[src/rtl/vga_text_pkg.sv]
// Shared timing constants, blank glyph code and sync-bundle type for the VGA text scanner.
package vga_text_pkg;

  localparam int unsigned H_VIS   = 640;
  localparam int unsigned H_FP    = 16;
  localparam int unsigned H_SYNC  = 96;
  localparam int unsigned H_BP    = 48;
  localparam int unsigned V_VIS   = 480;
  localparam int unsigned V_FP    = 10;
  localparam int unsigned V_SYNC  = 2;
  localparam int unsigned V_BP    = 33;

  localparam int unsigned H_TOTAL      = H_VIS + H_FP + H_SYNC + H_BP;
  localparam int unsigned V_TOTAL      = V_VIS + V_FP + V_SYNC + V_BP;
  localparam int unsigned H_SYNC_START = H_VIS + H_FP;
  localparam int unsigned H_SYNC_END   = H_VIS + H_FP + H_SYNC - 1;
  localparam int unsigned V_SYNC_START = V_VIS + V_FP;
  localparam int unsigned V_SYNC_END   = V_VIS + V_FP + V_SYNC - 1;

  localparam int unsigned CHAR_W   = 8;
  localparam int unsigned CHAR_H   = 16;
  localparam int unsigned COLS     = H_VIS / CHAR_W;
  localparam int unsigned ROWS     = V_VIS / CHAR_H;
  localparam int unsigned PIPE_LAT = 2;

  localparam logic [7:0] BLANK_CHR = 8'h20;

  typedef struct packed {
    logic hsync;
    logic vsync;
    logic active;
    logic frame_start;
  } sync_t;

  localparam sync_t SYNC_RST = '{hsync: 1'b1, vsync: 1'b1, active: 1'b0, frame_start: 1'b0};

endpackage

[src/rtl/vga_text_scan_if.sv]
// Text RAM read port plus the glyph/sync bundle handed to the character ROM controller.
interface vga_text_scan_if;
  logic [11:0] text_addr;
  logic [7:0]  text_data;
  logic [7:0]  chr_val;
  logic [2:0]  col;
  logic [3:0]  row;
  logic        hsync;
  logic        vsync;
  logic        active;
  logic        frame_start;

  modport master (
    output text_addr, chr_val, col, row, hsync, vsync, active, frame_start,
    input  text_data
  );

  modport slave (
    input  text_addr, chr_val, col, row, hsync, vsync, active, frame_start,
    output text_data
  );
endinterface

[src/rtl/vga_timing_gen.sv]
// Raster h/v counters with stage-0 visible flag, raw syncs and frame-start marker.
module vga_timing_gen #(
  parameter int unsigned H_VIS  = vga_text_pkg::H_VIS,
  parameter int unsigned H_FP   = vga_text_pkg::H_FP,
  parameter int unsigned H_SYNC = vga_text_pkg::H_SYNC,
  parameter int unsigned H_BP   = vga_text_pkg::H_BP,
  parameter int unsigned V_VIS  = vga_text_pkg::V_VIS,
  parameter int unsigned V_FP   = vga_text_pkg::V_FP,
  parameter int unsigned V_SYNC = vga_text_pkg::V_SYNC,
  parameter int unsigned V_BP   = vga_text_pkg::V_BP
) (
  input  logic                clk,
  input  logic                rst_n,
  output logic [9:0]          h_cnt_o,
  output logic [9:0]          v_cnt_o,
  output logic                h_wrap_o,
  output logic                v_wrap_o,
  output vga_text_pkg::sync_t sync_o
);
  import vga_text_pkg::*;

  localparam int unsigned HTot       = H_VIS + H_FP + H_SYNC + H_BP;
  localparam int unsigned VTot       = V_VIS + V_FP + V_SYNC + V_BP;
  localparam int unsigned HSyncStart = H_VIS + H_FP;
  localparam int unsigned HSyncEnd   = H_VIS + H_FP + H_SYNC - 1;
  localparam int unsigned VSyncStart = V_VIS + V_FP;
  localparam int unsigned VSyncEnd   = V_VIS + V_FP + V_SYNC - 1;

  logic [9:0] h_cnt_q, h_cnt_d;
  logic [9:0] v_cnt_q, v_cnt_d;
  logic       h_wrap, v_wrap;

  assign h_wrap = (h_cnt_q == 10'(HTot - 1));
  assign v_wrap = h_wrap && (v_cnt_q == 10'(VTot - 1));

  always_comb begin
    h_cnt_d = h_wrap ? 10'd0 : h_cnt_q + 10'd1;
    v_cnt_d = v_cnt_q;
    if (h_wrap) begin
      v_cnt_d = v_wrap ? 10'd0 : v_cnt_q + 10'd1;
    end
  end

  always_ff @(posedge clk or negedge rst_n) begin
    if (!rst_n) begin
      h_cnt_q <= 10'd0;
      v_cnt_q <= 10'd0;
    end else begin
      h_cnt_q <= h_cnt_d;
      v_cnt_q <= v_cnt_d;
    end
  end

  always_comb begin
    sync_o             = SYNC_RST;
    sync_o.active      = (h_cnt_q < 10'(H_VIS)) && (v_cnt_q < 10'(V_VIS));
    sync_o.hsync       = !((h_cnt_q >= 10'(HSyncStart)) && (h_cnt_q <= 10'(HSyncEnd)));
    sync_o.vsync       = !((v_cnt_q >= 10'(VSyncStart)) && (v_cnt_q <= 10'(VSyncEnd)));
    sync_o.frame_start = (h_cnt_q == 10'd0) && (v_cnt_q == 10'd0);
  end

  assign h_cnt_o  = h_cnt_q;
  assign v_cnt_o  = v_cnt_q;
  assign h_wrap_o = h_wrap;
  assign v_wrap_o = v_wrap;

endmodule

[src/rtl/vga_text_scan.sv]
// Text-mode scanner: raster timing, multiplier-free text RAM addressing, character sanitising
// and sync delay lines aligned to the character ROM controller's pixel output.
module vga_text_scan #(
  parameter int unsigned H_VIS  = vga_text_pkg::H_VIS,
  parameter int unsigned H_FP   = vga_text_pkg::H_FP,
  parameter int unsigned H_SYNC = vga_text_pkg::H_SYNC,
  parameter int unsigned H_BP   = vga_text_pkg::H_BP,
  parameter int unsigned V_VIS  = vga_text_pkg::V_VIS,
  parameter int unsigned V_FP   = vga_text_pkg::V_FP,
  parameter int unsigned V_SYNC = vga_text_pkg::V_SYNC,
  parameter int unsigned V_BP   = vga_text_pkg::V_BP
) (
  input  logic            clk,
  input  logic            rst_n,
  vga_text_scan_if.master bus_io
);
  import vga_text_pkg::*;

  localparam int unsigned NCols = H_VIS / CHAR_W;

  logic [9:0] h_cnt, v_cnt;
  logic       h_wrap, v_wrap;
  sync_t      sync0;

  vga_timing_gen #(
    .H_VIS  (H_VIS),
    .H_FP   (H_FP),
    .H_SYNC (H_SYNC),
    .H_BP   (H_BP),
    .V_VIS  (V_VIS),
    .V_FP   (V_FP),
    .V_SYNC (V_SYNC),
    .V_BP   (V_BP)
  ) u_timing (
    .clk      (clk),
    .rst_n    (rst_n),
    .h_cnt_o  (h_cnt),
    .v_cnt_o  (v_cnt),
    .h_wrap_o (h_wrap),
    .v_wrap_o (v_wrap),
    .sync_o   (sync0)
  );

  logic [11:0] row_base_q, row_base_d;
  logic [11:0] text_addr_q, text_addr_d;
  logic [2:0]  col_q, col_d;
  logic [3:0]  row_q, row_d;
  sync_t       sync_pipe_q [PIPE_LAT];
  sync_t       sync_pipe_d [PIPE_LAT];
  logic [7:0]  chr_val;

  // row_base steps by one text row on the last scanline of each glyph row.
  always_comb begin
    row_base_d = row_base_q;
    if (v_wrap) begin
      row_base_d = 12'd0;
    end else if (h_wrap && (v_cnt[3:0] == 4'hf) && (v_cnt < 10'(V_VIS))) begin
      row_base_d = row_base_q + 12'(NCols);
    end
    text_addr_d = sync0.active ? row_base_q + {5'd0, h_cnt[9:3]} : 12'd0;
    col_d       = h_cnt[2:0];
    row_d       = v_cnt[3:0];
    sync_pipe_d[0] = sync0;
    for (int i = 1; i < PIPE_LAT; i++) begin
      sync_pipe_d[i] = sync_pipe_q[i-1];
    end
  end

  always_ff @(posedge clk or negedge rst_n) begin
    if (!rst_n) begin
      row_base_q  <= 12'd0;
      text_addr_q <= 12'd0;
      col_q       <= 3'd0;
      row_q       <= 4'd0;
      for (int i = 0; i < PIPE_LAT; i++) begin
        sync_pipe_q[i] <= SYNC_RST;
      end
    end else begin
      row_base_q  <= row_base_d;
      text_addr_q <= text_addr_d;
      col_q       <= col_d;
      row_q       <= row_d;
      for (int i = 0; i < PIPE_LAT; i++) begin
        sync_pipe_q[i] <= sync_pipe_d[i];
      end
    end
  end

  // Codes below the blank would underflow the ROM controller's (chr_val - 32) index.
  always_comb begin
    chr_val = BLANK_CHR;
    if (sync_pipe_q[0].active && (bus_io.text_data >= BLANK_CHR)) begin
      chr_val = bus_io.text_data;
    end
  end

  assign bus_io.text_addr   = text_addr_q;
  assign bus_io.chr_val     = chr_val;
  assign bus_io.col         = col_q;
  assign bus_io.row         = row_q;
  assign bus_io.hsync       = sync_pipe_q[PIPE_LAT-1].hsync;
  assign bus_io.vsync       = sync_pipe_q[PIPE_LAT-1].vsync;
  assign bus_io.active      = sync_pipe_q[PIPE_LAT-1].active;
  assign bus_io.frame_start = sync_pipe_q[PIPE_LAT-1].frame_start;

endmodule

[src/flat_wrapper.sv]
// flat-port wrapper written by rule: the top's interface ports become plain ports
module vga_text_scan_flat import vga_text_pkg::*;
#(
  parameter int unsigned H_VIS  = vga_text_pkg::H_VIS,
  parameter int unsigned H_FP   = vga_text_pkg::H_FP,
  parameter int unsigned H_SYNC = vga_text_pkg::H_SYNC,
  parameter int unsigned H_BP   = vga_text_pkg::H_BP,
  parameter int unsigned V_VIS  = vga_text_pkg::V_VIS,
  parameter int unsigned V_FP   = vga_text_pkg::V_FP,
  parameter int unsigned V_SYNC = vga_text_pkg::V_SYNC,
  parameter int unsigned V_BP   = vga_text_pkg::V_BP
)
  (clk, rst_n, bus_io_text_addr, bus_io_chr_val, bus_io_col, bus_io_row, bus_io_hsync, bus_io_vsync, bus_io_active, bus_io_frame_start, bus_io_text_data);
  vga_text_scan_if bus_io_i ();
  input  logic clk;
  input  logic rst_n;
  output wire logic [$bits(bus_io_i.text_addr)-1:0] bus_io_text_addr;
  output wire logic [$bits(bus_io_i.chr_val)-1:0] bus_io_chr_val;
  output wire logic [$bits(bus_io_i.col)-1:0] bus_io_col;
  output wire logic [$bits(bus_io_i.row)-1:0] bus_io_row;
  output wire logic [$bits(bus_io_i.hsync)-1:0] bus_io_hsync;
  output wire logic [$bits(bus_io_i.vsync)-1:0] bus_io_vsync;
  output wire logic [$bits(bus_io_i.active)-1:0] bus_io_active;
  output wire logic [$bits(bus_io_i.frame_start)-1:0] bus_io_frame_start;
  input wire logic [$bits(bus_io_i.text_data)-1:0] bus_io_text_data;
  assign bus_io_text_addr = bus_io_i.text_addr;
  assign bus_io_chr_val = bus_io_i.chr_val;
  assign bus_io_col = bus_io_i.col;
  assign bus_io_row = bus_io_i.row;
  assign bus_io_hsync = bus_io_i.hsync;
  assign bus_io_vsync = bus_io_i.vsync;
  assign bus_io_active = bus_io_i.active;
  assign bus_io_frame_start = bus_io_i.frame_start;
  assign bus_io_i.text_data = bus_io_text_data;
  vga_text_scan #(.H_VIS(H_VIS), .H_FP(H_FP), .H_SYNC(H_SYNC), .H_BP(H_BP), .V_VIS(V_VIS), .V_FP(V_FP), .V_SYNC(V_SYNC), .V_BP(V_BP)) u_core (.clk(clk), .rst_n(rst_n), .bus_io(bus_io_i));
endmodule
[config.mk]
export PLATFORM = sky130hd
export DESIGN_NAME = vga_text_scan_flat
export DESIGN_NICKNAME = d
export VERILOG_FILES = /design/src/rtl/vga_text_pkg.sv /design/src/rtl/vga_text_scan_if.sv /design/src/rtl/vga_timing_gen.sv /design/src/rtl/vga_text_scan.sv /design/src/flat_wrapper.sv
export SDC_FILE = /design/constraint.sdc
export NUM_CORES = 1
export LEC_CHECK = 0
export CAP_MARGIN = 25
export CORE_MARGIN = 8
export CORE_UTILIZATION = 53
export CTS_CLUSTER_SIZE = 8
export DETAILED_ROUTE_END_ITERATION = 10
export HOLD_SLACK_MARGIN = 0.05
export PLACE_DENSITY_LB_ADDON = 0.12
export SLEW_MARGIN = 25
export SYNTH_ARGS = -nofsm -noshare
export SYNTH_HDL_FRONTEND = slang
export SYNTH_SLANG_ARGS = --single-unit
[constraint.sdc]
create_clock -name clk -period 2.5 [get_ports clk]
set_input_delay 0.625 -clock clk [delete_from_list [all_inputs] [get_ports clk]]
set_output_delay 0.625 -clock clk [all_outputs]
set_load 0.1 [all_outputs]
* After elaboration in Yosys (flattened, before gate mapping)
Index checks and enable logic that the tools add are counted.
** Word-level totals
- Word-level logic and storage cells :: 47
- Input bits :: 10
- Register bits :: 59
** Operators by class
- Reduce and logical (&&, ||, !) cells :: 13
- Eq/ne operators :: 3
- Mux-type cells :: 6
- Add/subtract/negate cells :: 4
- $lt $le $gt $ge :: 7
** Operators by type and width (count)
- two-way mux 12 bit :: 3
- adder 10 x 1 -> 10 bit (second input constant) :: 2
- == test 10 bit (second input constant) :: 2
- logical NOT 10 bit :: 2
- two-way mux 10 bit :: 2
- adder 12 x 7 -> 12 bit :: 1
- adder 12 x 7 -> 12 bit (second input constant) :: 1
- >= comparator 10 bit (second input constant) :: 1
- >= comparator 10 x 9 -> 1 bit (second input constant) :: 1
- less-or-equal comparator 10 bit (second input constant) :: 1
- less-or-equal comparator 10 x 9 -> 1 bit (second input constant) :: 1
- less-than comparator 10 bit (second input constant) :: 1
- less-than comparator 10 x 9 -> 1 bit (second input constant) :: 1
- >= comparator 8 x 6 -> 1 bit (second input constant) :: 1
- logical AND 1 bit :: 8
- two-way mux 8 bit :: 1
- == test 4 bit (second input constant) :: 1
- logical NOT 1 bit :: 2
- nonzero test 2 bit :: 1

* Longest topological paths before layout
Gate-level depths: netlist (run 1).
- Word-level depth :: 5
- Mapped depth :: 7
- Mapped depth without buffers :: 6

* By module
A second synthesis (run 1) with hierarchy kept.
** Second synthesis, totals
- Cell total of the unflattened synthesis :: 226
- Area, all modules :: 2487.4 um^2
** Modules (own cells, without submodules)
- vga_text_scan :: cells an instance 112, area an instance 1411.4 um^2, instances 1
- vga_timing_gen :: cells an instance 114, area an instance 1076.0 um^2, instances 1

* Least setup slack after synthesis (run 1)
No wires, ideal clock.
- Kind :: input-to-output
- Start :: in bus_io_text_data[7]
- End :: out bus_io_chr_val[5]
- Path slack :: 0.216 ns
- Data required time :: 1.875 ns
- Data arrival time :: 1.659 ns
- Stages on the path :: 2
- Buffers on the path :: 0
- Cells stage by stage :: o31a_1 nand2b_1
** Between the ends
- Longest elaborated chain between the ends :: 3
** RTL lines
- start, declared :: RTL line flat_wrapper.sv:25 : input wire logic [$bits(bus_io_i.text_data)-1:0] bus_io_text_data;
- >= comparator 8 x 6 -> 1 bit :: RTL line vga_text_scan.sv:92 : if (sync_pipe_q[0].active && (bus_io.text_data >= BLANK_CHR)) begin
- logical AND 1 bit :: RTL line vga_text_scan.sv:92
- two-way mux 8 bit :: RTL line vga_text_scan.sv:92
- end, declared :: RTL line flat_wrapper.sv:18 : output wire logic [$bits(bus_io_i.chr_val)-1:0] bus_io_chr_val;
Every way passes these cells.

* Worst setup path after layout (run 1)
- Start :: in bus_io_text_data[7]
- End :: out bus_io_chr_val[0]
The elaborated chain is that of the path after synthesis.

==> run summary, run 1 <==
clock buffer depth = 2
met1 usage = 0.176
Hold Buf Count CTS = 0
status = complete, no violations
pwr dens = 536 mW/mm2
row count = 25
cell count after placement = 328
CTS tree = done
Worst VDD drop = 418 uV
r2r setup slk = 0.24 ns
Max Clock Skew = 0.00399 ns
CP Data Required Time = 1.88 ns
Synth top area share = 0.510
cell family with most CP delay = buffers and inverters
H-tree Lvls = 2
post-DP HPWL = 3.51 mm
top area cells in the synthesized netlist = dfrtp_1, xnor2_1, ha_1, dfstp_2, and2_1
Post-Layout Cell Count = 336
crit share post-route = 0.956
WL per Instance = 14.5 um
initial antenna violation count = 0
Slew headroom = 0.558
synthesized flop and latch total = 55
RSZ-0062 raised after global routing = no
layout cells sized above 1 = 0.199
met3 Resource Use GR = 0.0517
Ys Warns = 0
Initial DRT Pass Iterations = 4
crit start category = input pin
GP Congestion = 0.837
cts bufs inserted = 5
CP Buf/Inv Count = 2
Core ar. = 0.00463 mm2
vias in the first global route = 1729
register area share after synthesis = 0.552
cell area after synthesis = 0.00250 mm2
endpoints failing setup = 0
critical path class = in -> out
Pins Over Slew Limit = 0
Net Count, Synth = 249
root buffer cell = clkbuf_8
min Tclk post-route = 2.39 ns
footprint of the multi-input gates = 0.00105 mm2
CP Max Fanout = 6
DRC = 0
cell taking the most area after synthesis = dfrtp_1
met2 Use GR = 0.223
ant diodes = 0
GRT Util Overall = 0.143
Die W = 84.7 um
critical path endpoint category = primary output
synth unique cells = 44
fin nets = 300
CTS sink count = 55
DR vias/cell = 5.44
postcts setup bufs = 0
Slew @ Worst Pin = 0.656 ns
Worst path max stage delay = 0.42 ns
Crit Reg-Reg Startpoint = u_core.u_timing.h_cnt_o[7]
Slowest cell on crit path = clkdlybuf4s50_1
Peak Freq = 418 MHz
height of the die = 84.7 um
final setup TNS = 0 ns
CP Cell Sequence = clkdlybuf4s50_1 -> o31a_1 -> and2_1 -> buf_12
Final Hold Viols = 0
R2R depth = 4
die area = 0.00718 mm2
largest net degree at the start of global routing = 36
fillers = 350
I/O pins = 41
first-pass GRT wire length = 8.30 mm
Initial Utilization = 0.541
busiest grt layer = met2
FF+latch area = 0.00138 mm2
Routed Antenna Nets = 0
Critical R2R Capture = u_core.row_base_q[9]
hold slack = 0.271 ns
worst endpoint data arrival time = 1.77 ns
Syn Area/Cell = 10.9 um2
Iteration-0 DRC Markers = 85
CTS resizes = 0
Final Routed Wirelength = 4.86 mm
Via Count = 1829
fin util = 0.684
CTS clk-pin slew, worst paths = 0.09 ns
area delta synth->final = 26.5%
Clk Latency, worst-skew pair = 0.30 ns
worst hold path type = in -> async
Max Cap Viol = 0
# port buffers = 40
GR Overflow Total = 0
P_leak = 1.43 nW
Syn Inst Count = 230
cells by family after synthesis:
family / after synthesis / share of synthesized area
fa+ha+maj: 9 / 0.0450
xor+xnor: 18 / 0.0630
simple gates: 100 / 0.223
buf+inv: 16 / 0.0290
flops: 55 / 0.552
mux: 3 / 0.0125
compound gates: 29 / 0.0760
flip-flops by register name, summed over array words and instances, names as in the netlist:
signal and cells:
u_core.row_base_q 8, u_core.u_timing.h_cnt_o 10, u_core.bus_io.text_addr 12, u_core.bus_io.vsync 1, u_core.sync_pipe_d 4, u_core.bus_io.frame_start 1, u_core.bus_io.active 1, u_core.bus_io.col 3
u_core.bus_io.row 4, u_core.u_timing.v_cnt_o 10, u_core.bus_io.hsync 1
routing by layer:
layer / wire (um) / vias to the layer above
met5: 0 / -
met4: 74 / 0
met3: 327 / 8
met2: 2210 / 48
met1: 2250 / 868
li1: - / 905
per-stage QoR:
step                cell area (um2)  setup WS, ns  power, W
global route                   3170        0.0447   0.00175
floorplan                      2500         0.216  0.000973
CTS                            3170         0.109   0.00171
global placement               3030         0.125   0.00105
finish                         3170         0.109   0.00170
detailed placement             3030         0.114   0.00105
final cells by class:
| type | count | share of cell area |
|---|---|---|
| clock buffer | 6 | 0.0229 |
| clock inverter | 2 | 0.0190 |
| inverter | 12 | 0.0142 |
| multi-input combinational | 159 | 0.331 |
| sequential | 55 | 0.436 |
| tap | 54 | 0.0213 |
| timing repair buffer | 48 | 0.155 |
synth_stat cells, drive strengths merged:
| master | instances |
|---|---|
| o32ai | 1 |
| a21oi | 7 |
| nand4 | 1 |
| and4 | 2 |
| and3 | 4 |
| o22ai | 1 |
| o31a | 1 |
| nor2b | 2 |
| o211ai | 1 |
| xor2 | 5 |
| or3 | 3 |
| or2 | 2 |
| dfstp | 4 |
| buf | 3 |
| mux2 | 1 |
| a22o | 1 |
| a41o | 1 |
| nor4 | 7 |
| clkbuf | 1 |
| mux2i | 2 |
| nor3b | 1 |
| nand2 | 16 |
| nor3 | 4 |
| nand2b | 4 |
| o31ai | 2 |
| inv | 12 |
| or4 | 9 |
| xnor2 | 13 |
| and2 | 14 |
| ha | 9 |
| nor2 | 17 |
| o21ai | 8 |
| or4b | 2 |
| nand3 | 12 |
| a21o | 1 |
| o221ai | 4 |
| dfrtp | 51 |
| o21a | 1 |
power by group:
| group | switching [W] | leakage, nW | internal, W |
|---|---|---|---|
| Clock | 0.000272 | 0.0654 | 0.000400 |
| Combinational | 0.0000881 | 0.645 | 0.0000488 |
| Sequential | 0 | 0.720 | 0.000889 |
layout by cell type, fill, tap and decap left out, drive strengths merged, types with 3 or more instances in the layout:
master	netlist	routed
clkdlybuf4s50	0	8
nor4	7	7
or4	9	9
nand2	16	16
and3	4	4
dfstp	4	4
o221ai	4	4
xnor2	13	13
xor2	5	5
a21oi	7	7
nor3	4	4
inv	12	12
dfrtp	51	51
or3	3	3
and2	14	14
nor2	17	17
nand3	12	12
buf	3	40
ha	9	9
nand2b	4	4
o21ai	8	8
clkbuf	1	6
worst max path at each step:
| stage | start | endpoint | slack (ns) | cells past startpoint |
|---|---|---|---|---|
| 6_report | bus_io_text_data[7] | bus_io_chr_val[0] | 0.11 | 4 |
| 5_1_grt | bus_io_text_data[6] | bus_io_chr_val[4] | 0.04 | 4 |
| 4_1_cts | bus_io_text_data[7] | bus_io_chr_val[0] | 0.11 | 4 |
| 3_5_place_dp | bus_io_text_data[7] | bus_io_chr_val[0] | 0.11 | 4 |
| 3_3_place_gp | bus_io_text_data[7] | bus_io_chr_val[0] | 0.13 | 4 |
| 2_1_floorplan | bus_io_text_data[7] | bus_io_chr_val[5] | 0.22 | 2 |
Note: power is estimated with default switching activity, not from simulation.
==> run 2: changes to the inputs <==
--- a/config.mk
+++ b/config.mk
@@ -7,7 +7,7 @@
 export LEC_CHECK = 0
 export CAP_MARGIN = 25
 export CORE_MARGIN = 8
-export CORE_UTILIZATION = 53
+export CORE_UTILIZATION = 57
 export CTS_CLUSTER_SIZE = 8
 export DETAILED_ROUTE_END_ITERATION = 10
 export HOLD_SLACK_MARGIN = 0.05
==> constraint.sdc (replaced) <==
create_clock -name clk -period 2.99 [get_ports clk]
set_input_delay 0.7475 -clock clk [delete_from_list [all_inputs] [get_ports clk]]
set_output_delay 0.7475 -clock clk [all_outputs]
set_load 0.1 [all_outputs]
==> run summary, run 2 (synthesis results as in run 1) <==
status = complete, no violations
Max Cap Viol = 0 (unchanged)
Initial Utilization = 0.583 (+0.0422)
die area = 0.00677 mm2 (-5.7%)
Critical Path End = bus_io_chr_val[4]
first-pass GRT wire length = 8.09 mm (-2.6%)
fillers = 312 (-11%)
Peak Freq = 378 MHz
Slew @ Worst Pin = 0.662 ns (+0.00556 ns)
Clk Latency, worst-skew pair = 0.30 ns (about the same)
GR Overflow Total = 0 (unchanged)
max reg flops = 12 (unchanged)
Die W = 82.3 um (-2.9%)
Final Hold Viols = 0 (unchanged)
Crit Reg-Reg Startpoint = u_core.u_timing.h_cnt_o[7]
P_leak = 1.40 nW (-2.2%)
CTS resizes = 0 (unchanged)
largest net degree at the start of global routing = 47 (+31%)
Max Clock Skew = 0.00547 ns (+0.00148 ns)
Worst VDD drop = 254 uV (-39%)
Finished Cell Area = 0.00310 mm2 (-2.1%)
pwr dens = 435 mW/mm2 (-19%)
crit path from = bus_io_text_data[7]
FF+latch area = 0.00138 mm2 (unchanged)
footprint of the multi-input gates = 0.00105 mm2 (unchanged)
final setup TNS = 0 ns (unchanged)
DR vias/cell = 5.51 (+1.2%)
crit start category = input pin
Iteration-0 DRC Markers = 65 (-24%)
CP Cell Sequence = clkdlybuf4s50_1 -> o31a_1 -> and2_1 -> buf_12
critical path class = in -> out
fin nets = 295 (-1.7%)
worst endpoint data arrival time = 1.90 ns (+0.13 ns)
Worst path max stage delay = 0.42 ns (about the same)
min Tclk post-route = 2.65 ns
layout cells sized above 1 = 0.188 (-0.0109)
H-tree Lvls = 2 (unchanged)
DRC = 0 (unchanged)
Core ar. = 0.00429 mm2 (-7.2%)
row count = 24 (-4.0%)
commonest cells after routing, fill and taps aside = dfrtp_1, buf_4, nor2_1
crit share post-route = 0.886
Slowest cell on crit path = clkdlybuf4s50_1
GRT Util Overall = 0.152 (+0.00959)
Hold Buf Count CTS = 0 (unchanged)
critical path endpoint category = primary output
cts bufs inserted = 5 (unchanged)
WL per Instance = 14.7 um (+1.9%)
RSZ-0062 raised after global routing = no
area delta synth->final = 23.9%
root buffer cell = clkbuf_8
cell family with most CP delay = buffers and inverters
worst hold path type = reg -> reg
CP Data Required Time = 2.24 ns (+0.36 ns)
DP Area = 0.00298 mm2 (-1.7%)
initial antenna violation count = 0 (unchanged)
Final Routed Wirelength = 4.85 mm (-0.23%)
Initial DRT Pass Iterations = 4 (unchanged)
CP Max Fanout = 6 (unchanged)
Slew headroom = 0.555 (-0.00374)
postcts setup bufs = 0 (unchanged)
most common cell after layout, fill and taps aside = dfrtp_1
r2r setup slk = 0.55 ns (+0.31 ns)
CTS tree = done
I/O pins = 41 (unchanged)
height of the die = 82.3 um (-2.9%)
ant diodes = 0 (unchanged)
vias in the first global route = 1719 (-0.58%)
R2R depth = 4 (unchanged)
Via Count = 1813 (-0.87%)
CP Buf/Inv Count = 2 (unchanged)
CTS sink count = 55 (unchanged)
Critical R2R Capture = u_core.row_base_q[10]
Crit path depth = 4 (unchanged)
clock buffer depth = 2 (unchanged)
# port buffers = 40 (unchanged)
CTS clk-pin slew, worst paths = 0.09 ns (about the same)
post-DP HPWL = 3.55 mm (+0.98%)
GP Congestion = 0.835 (-0.19%)
Routed Antenna Nets = 0 (unchanged)
Pins Over Slew Limit = 0 (unchanged)
endpoints failing setup = 0 (unchanged)
==> run 2: worst min-delay path by stage <==
stage                           from                        end  slack [ns]  cells past startpoint
5_1_grt        u_core.sync_pipe_d[0]  u_core.bus_io.frame_start        0.37                      0
4_1_cts        u_core.sync_pipe_d[3]        u_core.bus_io.hsync        0.36                      0
3_5_place_dp   u_core.sync_pipe_d[0]  u_core.bus_io.frame_start        0.34                      0
6_report       u_core.sync_pipe_d[0]  u_core.bus_io.frame_start        0.36                      0
2_1_floorplan  u_core.sync_pipe_d[0]  u_core.bus_io.frame_start        0.33                      0
3_3_place_gp   u_core.sync_pipe_d[0]  u_core.bus_io.frame_start        0.34                      0
==> run 2: cell type report <==
| type | count | area share |
|---|---|---|
| timing repair buffer | 43 | 0.143 |
| inverter | 12 | 0.0145 |
| clock inverter | 2 | 0.0113 |
| clock buffer | 6 | 0.0266 |
| multi-input combinational | 159 | 0.338 |
| tap | 52 | 0.0210 |
| sequential | 55 | 0.445 |
==> run 2: routing by layer <==
layer | wire, um | GRT usage
met1 | 2150 | 0.190
met2 | 2270 | 0.254
met3 | 376 | 0.0411
met4 | 53 | 0.0421
met5 | 0 | 0
==> run 2: worst register-to-register path, stage by stage (launching register included) <==
cell and delay, ns:
dfrtp_1 0.47, or4b_1 0.68, or3_4 0.46, a21oi_1 0.46, o221ai_1 0.22
==> run 2: per-stage QoR <==
| step | std cells | setup WS (ns) | utilization | total power (W) | hold slack, ns |
|---|---|---|---|---|---|
| global route | 329 | 0.294 | 0.722 | 0.00140 | 0.368 |
| global placement | 321 | 0.373 | 0.694 | 0.000873 | 0.336 |
| CTS | 329 | 0.337 | 0.722 | 0.00136 | 0.363 |
| finish | 329 | 0.342 | 0.722 | 0.00135 | 0.358 |
| detailed placement | 321 | 0.342 | 0.694 | 0.000874 | 0.345 |
| floorplan | 230 | 0.461 | - | 0.000813 | 0.331 |
==> run 2: power by group <==
part	switching [W]	internal, W	total [W]
sequential	0	0.000743	0.000743
combinational	0.0000736	0.0000402	0.000114
clock	0.000222	0.000271	0.000493
